$ cat src/rtl/ecall_io_arbiter.sv
// Round-robin arbiter sharing board I/O (switches, confirm button, segment data) between the
// core ecall unit (port 0) and the debug monitor (port 1); runs print-int / read-int / exit.
//
// state | meaning
// IDLE  | no service active, arbitrate pending requests
// WAIT  | service granted, waiting for a debounced confirm press
// DONE  | completion pulse to the owner, one cycle
module ecall_io_arbiter #(
  parameter int DEB_CYCLES = 50000
) (
  input  logic        clk,
  input  logic        rst,
  input  logic [1:0]  req,
  input  logic [31:0] code0,
  input  logic [31:0] arg0,
  input  logic [31:0] code1,
  input  logic [31:0] arg1,
  input  logic [7:0]  switches,
  input  logic        button,
  output logic [1:0]  done,
  output logic [1:0]  wr,
  output logic [31:0] result,
  output logic [31:0] seg_data,
  output logic        busy,
  output logic        owner,
  output logic        halted
);

  localparam int CW = $clog2(DEB_CYCLES + 1);
  localparam logic [CW-1:0] DEB_MAX = CW'(DEB_CYCLES);
  localparam logic [CW-1:0] DEB_PRE = CW'(DEB_CYCLES - 1);

  localparam logic [31:0] C_PRINT = 32'd1;
  localparam logic [31:0] C_READ  = 32'd5;
  localparam logic [31:0] C_EXIT  = 32'd10;

  typedef enum logic [1:0] {IDLE, WAIT, DONE} state_t;

  state_t        state;
  logic [1:0]    sync_ff;
  logic [CW-1:0] deb_cnt;
  logic          btn_pulse;
  logic [31:0]   code_q;
  logic          gnt;
  logic [31:0]   code_sel;
  logic [31:0]   arg_sel;

  // Registered pulse lands in the same cycle the counter reaches DEB_CYCLES.
  always_ff @(posedge clk or posedge rst) begin
    if (rst) begin
      sync_ff   <= 2'b00;
      deb_cnt   <= '0;
      btn_pulse <= 1'b0;
    end else begin
      sync_ff   <= {sync_ff[0], button};
      btn_pulse <= sync_ff[1] && (deb_cnt == DEB_PRE);
      if (!sync_ff[1])
        deb_cnt <= '0;
      else if (deb_cnt != DEB_MAX)
        deb_cnt <= deb_cnt + 1'b1;
    end
  end

  always_comb begin
    gnt = req[1];
    if (req == 2'b11)
      gnt = ~owner;
    code_sel = gnt ? code1 : code0;
    arg_sel  = gnt ? arg1  : arg0;
  end

  always_ff @(posedge clk or posedge rst) begin
    if (rst) begin
      state    <= IDLE;
      done     <= 2'b00;
      wr       <= 2'b00;
      result   <= '0;
      seg_data <= '0;
      busy     <= 1'b0;
      owner    <= 1'b1;
      halted   <= 1'b0;
      code_q   <= '0;
    end else begin
      case (state)
        IDLE: begin
          if (!halted && req != 2'b00) begin
            owner  <= gnt;
            code_q <= code_sel;
            busy   <= 1'b1;
            if (code_sel == C_PRINT) begin
              seg_data <= arg_sel;
              state    <= WAIT;
            end else if (code_sel == C_READ) begin
              seg_data <= '0;
              state    <= WAIT;
            end else begin
              // Immediate codes complete in the grant cycle itself.
              done   <= gnt ? 2'b10 : 2'b01;
              wr     <= 2'b00;
              result <= '0;
              state  <= DONE;
              if (code_sel == C_EXIT)
                halted <= 1'b1;
            end
          end
        end
        WAIT: begin
          if (btn_pulse) begin
            done[owner] <= 1'b1;
            wr[owner]   <= (code_q == C_READ);
            result      <= (code_q == C_READ) ? {24'b0, switches} : 32'b0;
            state       <= DONE;
          end
        end
        DONE: begin
          done  <= 2'b00;
          wr    <= 2'b00;
          busy  <= 1'b0;
          state <= IDLE;
        end
        default: state <= IDLE;
      endcase
    end
  end

endmodule

$ cat config.mk
export PLATFORM = sky130hd
export DESIGN_NAME = ecall_io_arbiter
export DESIGN_NICKNAME = d
export VERILOG_FILES = /design/src/rtl/ecall_io_arbiter.sv
export SDC_FILE = /design/constraint.sdc
export NUM_CORES = 1
export LEC_CHECK = 0
export CAP_MARGIN = 20
export CORE_MARGIN = 2
export CORE_UTILIZATION = 44
export CTS_CLUSTER_SIZE = 40
export DETAILED_ROUTE_END_ITERATION = 16
export PLACE_DENSITY_LB_ADDON = 0.08
export RECOVER_POWER = 25
export SETUP_SLACK_MARGIN = 0.1
export SYNTH_ARGS = -nofsm -noshare
export SYNTH_HDL_FRONTEND = slang
export SYNTH_SLANG_ARGS = --single-unit
$ cat constraint.sdc
create_clock -name clk -period 4.3 [get_ports clk]
set_input_delay 0.645 -clock clk [delete_from_list [all_inputs] [get_ports clk]]
set_output_delay 0.645 -clock clk [all_outputs]
set_load 0.01 [all_outputs]
==> flow_summary_export.csv <==
group,metric,value,unit
finish,antenna-diode-count,0,
finish,areaGrowthSynthToFinish,40.3,%
finish,layout.nets,822,
global_route,grt_pass1_wl,21300,um
sta,drv_slew,42,
power_and_ir_drop,power_switching_share,30.6,%
setup_path,critical_path.max_fanout,22,
power_and_ir_drop,p_int,1890,uW
logic_synthesis,syn-mean-instance-area,10.6,um2
setup_path,cp_slowest_cell,"clkdlybuf4s50_1",
logic_synthesis,synth-seq-cells,100,
floorplan,floorplan.rows,40,
drt,ant_nets,0,
setup_path,timing.setup.critical_path_class,"in -> reg",
drt,drc_errors,0,
sta,final_period_minus_worst_setup_slack,2.94,ns
finish,most_common_library_cell_in_the_layout_ignoring_fill_and_taps,"clkdlybuf4s50_1",
setup_path,worstSetupStartpointType,"input port",
setup_path,crit_required,4.56,ns
drt,wl_per_cell,15.8,um
power_and_ir_drop,pwr-share-clk,27.2,%
clock_network,clock-sinks,100,
logic_synthesis,synth_async_sr_flop_share,100,%
global_route,globalRoute.totalOverflow,0,
logic_synthesis,yosys_warnings,0,
drt,vias_per_cell,5.23,
finish,drive_gt1_share,7.35,%
min_path,worstHoldPathType,"reg -> reg",
floorplan,die_width,114,um
power_and_ir_drop,seqPwrFrac,44.9,%
sta,final_setup_violation_count,0,
power_and_ir_drop,power-per-cell-area,366,mW/mm2
global_route,grt_max_degree,67,
job,maxCapViolCount,1,
global_route,via_count_of_the_first_global_routing_pass,4357,
logic_synthesis,synth.yosys.seq_area_share,47.2,%
logic_synthesis,dominant_synthesized_flop_cell,"dfrtp_1",
drt,drt_wl_total,13100,um
sta,finClkSkew,0.00497,ns
sta,worst_pin_slew,1.85,ns
clock_network,ctsLongestPathBuffers,2,
logic_synthesis,synthDistinctLibCells,49,
clock_network,cts.clk_slew.worst_paths,0.06,ns
placed_design,dp_worst_setup_slack,1.03,ns
sta,max_freq,341,MHz
clock_network,tritoncts,"built",
clock_network,cts_root_buffer,"clkbuf_16",
setup_path,timing.critical_path.to_type,"flop",
logic_synthesis,netlist_instances,498,
clock_network,cts_buffers,9,
power_and_ir_drop,power,2720,uW
placed_design,final_hpwl_from_detailed_placement,10100,um
clock_network,clock_latency,0.33,ns
floorplan,dieArea,0.0129,mm2
drt,firstDrtPassIters,4,
floorplan,floorplan.io_pins,212,
clock_network,ctsHoldBuffers,0,
setup_path,cp_cell_sequence,"clkdlybuf4s50_1 > a21bo_4 > nand4_1 > nand2_1 > nand3_2 > or2_1 > buf_4 > o2bb2ai_1",
logic_synthesis,synthTopCellsByArea,"dfrtp_1 47%, mux2i_1 12%, o2bb2ai_2 5.7%",
clock_network,cts-htree-levels,3,
finish,final_core_util,62.7,%
logic_synthesis,synth_enable_flop_cells,0,
clock_network,cts_setup_buffers,0,
setup_path,arrival,3.19,ns
placed_design,port_buffers,187,
power_and_ir_drop,cellLeakagePower,0.00327,uW
finish,most-common-layout-cells,"185 x clkdlybuf4s50_1, 99 x dfrtp_1, 64 x mux2i_1",
power_and_ir_drop,power.switching,833,uW
sta,max-slew-margin-rel,-24.3,%
sta,grt_setup_unrepaired,"no",
floorplan,core_region_area,0.0119,mm2
sta,worst_slack,1.36,ns
logic_synthesis,yosys.area.top_type_share,46.7,%
outcome,outcome,"complete, but fails checks",
sta,layout_worst_path_cycle_share,68.3,%
clock_network,post_cts.resized_instances,0,
placed_design,globalplace.congestion,0.844,
logic_synthesis,synth_top_area_cell,"dfrtp_1",
outcome,violations,"capacitance limit, slew limit",
sta,hold-worst-slack,0.367,ns
global_route,grt_antenna_before_repair,0,
logic_synthesis,synth_area,0.00530,mm2
floorplan,fp.dieH,114,um
setup_path,critical_path.max_stage_delay,0.59,ns
power_and_ir_drop,share_comb_of_total_power,27.9,%
drt,drtIter0Drc,227,
floorplan,start_util,44.7,%
global_route,grt_usage,20.7,%
sta,hold_violations,0,
power_and_ir_drop,max-vdd-ir-drop,0.199,mV
drt,dr_total_vias,4327,
sta,sum_of_negative_setup_slack,0,ns
worst max-delay path: cells and delay by family:
family / cells / cell delay [ns]
AOI/OAI and AO/OA: 2 / 0.57
and+or+nand+nor: 4 / 1.04
buffers and inverters: 2 / 0.93
cells in the mapped netlist, types with 2 or more instances:
cell / count
o2bb2ai_1: 12
nand4_1: 9
buf_2: 7
and4_1: 3
mux2i_1: 64
dfrtp_1: 99
inv_1: 18
a21o_1: 2
buf_4: 25
nor2_1: 21
or2_1: 2
a21oi_1: 9
o21ai_0: 44
clkbuf_1: 11
nand3_1: 16
and2_1: 4
o22ai_1: 2
xnor2_1: 10
nor4_1: 21
o2bb2ai_2: 20
ha_1: 5
nand2_1: 49
and3_1: 8
buf_6: 7
xor2_1: 4
nor4b_1: 3
registers in the layout, indices dropped and copies added, names as in the netlist:
| register | flops |
|---|---|
| btn_pulse | 1 |
| busy | 1 |
| code_q | 32 |
| deb_cnt | 16 |
| done | 2 |
| halted | 1 |
| owner | 1 |
| result | 8 |
| seg_data | 32 |
| state | 2 |
| sync_ff | 2 |
| wr | 2 |
logic make-up after synthesis:
kind of cell / after synthesis / share of synthesized area [%]
DFF: 100 / 47.2
muxes: 65 / 12.5
buffers and inverters: 69 / 7.81
xor gates and xnor gates: 14 / 2.31
and+or+nand+nor: 145 / 14.0
other: 1 / 0.0708
adders and majority gates: 5 / 1.18
AOI/OAI and AO/OA: 99 / 14.9
layout make-up:
type,count,area [um2]
fill,988,4430
sequential,100,2500
multi-input combinational,352,2480
timing repair buffer,195,1930
clock buffer,13,260
tap,147,184
inverter,18,68.8
clock inverter,2,10.0
through the flow:
stage | instances | area, um2
finish | 827 | 7440
global route | 827 | 7440
CTS | 826 | 7430
detailed placement | 811 | 7160
global placement | 811 | 7160
floorplan | 521 | 5390
metal layers:
| layer | vias to the layer above | track usage (%) | wire length (um) |
|---|---|---|---|
| met5 | - | 0 | 0 |
| met4 | 0 | 6.26 | 182 |
| met3 | 14 | 3.45 | 776 |
| met2 | 155 | 36.1 | 6590 |
| met1 | 2057 | 26.5 | 5520 |
| li1 | 2101 | - | - |
power by group through the flow:
stage          registers [uW]  logic [uW]  clock network (uW)
4_1_cts                  1220         761                 758
2_1_floorplan            1210         510                   0
3_5_place_dp             1240         760                   0
5_1_grt                  1240         858                 805
6_report                 1220         760                 742
3_3_place_gp             1230         745                   0
path summary, 6_finish.rpt:
| kind | start | end | slack, ns | cells after the start |
|---|---|---|---|---|
| worst max-delay path | req[0] | seg_data[15] | 1.36 | 8 |
| worst min-delay path | sync_ff[0] | sync_ff[1] | 0.37 | 0 |
| worst max register to register | owner | seg_data[15] | 1.63 | 7 |
| worst min register to register | sync_ff[0] | sync_ff[1] | 0.37 | 0 |
| max in group asynchronous | rst | seg_data[28] | 1.93 | 3 |
| min in group asynchronous | rst | deb_cnt[10] | 1.22 | 2 |
(Power assumes the default switching activity.)
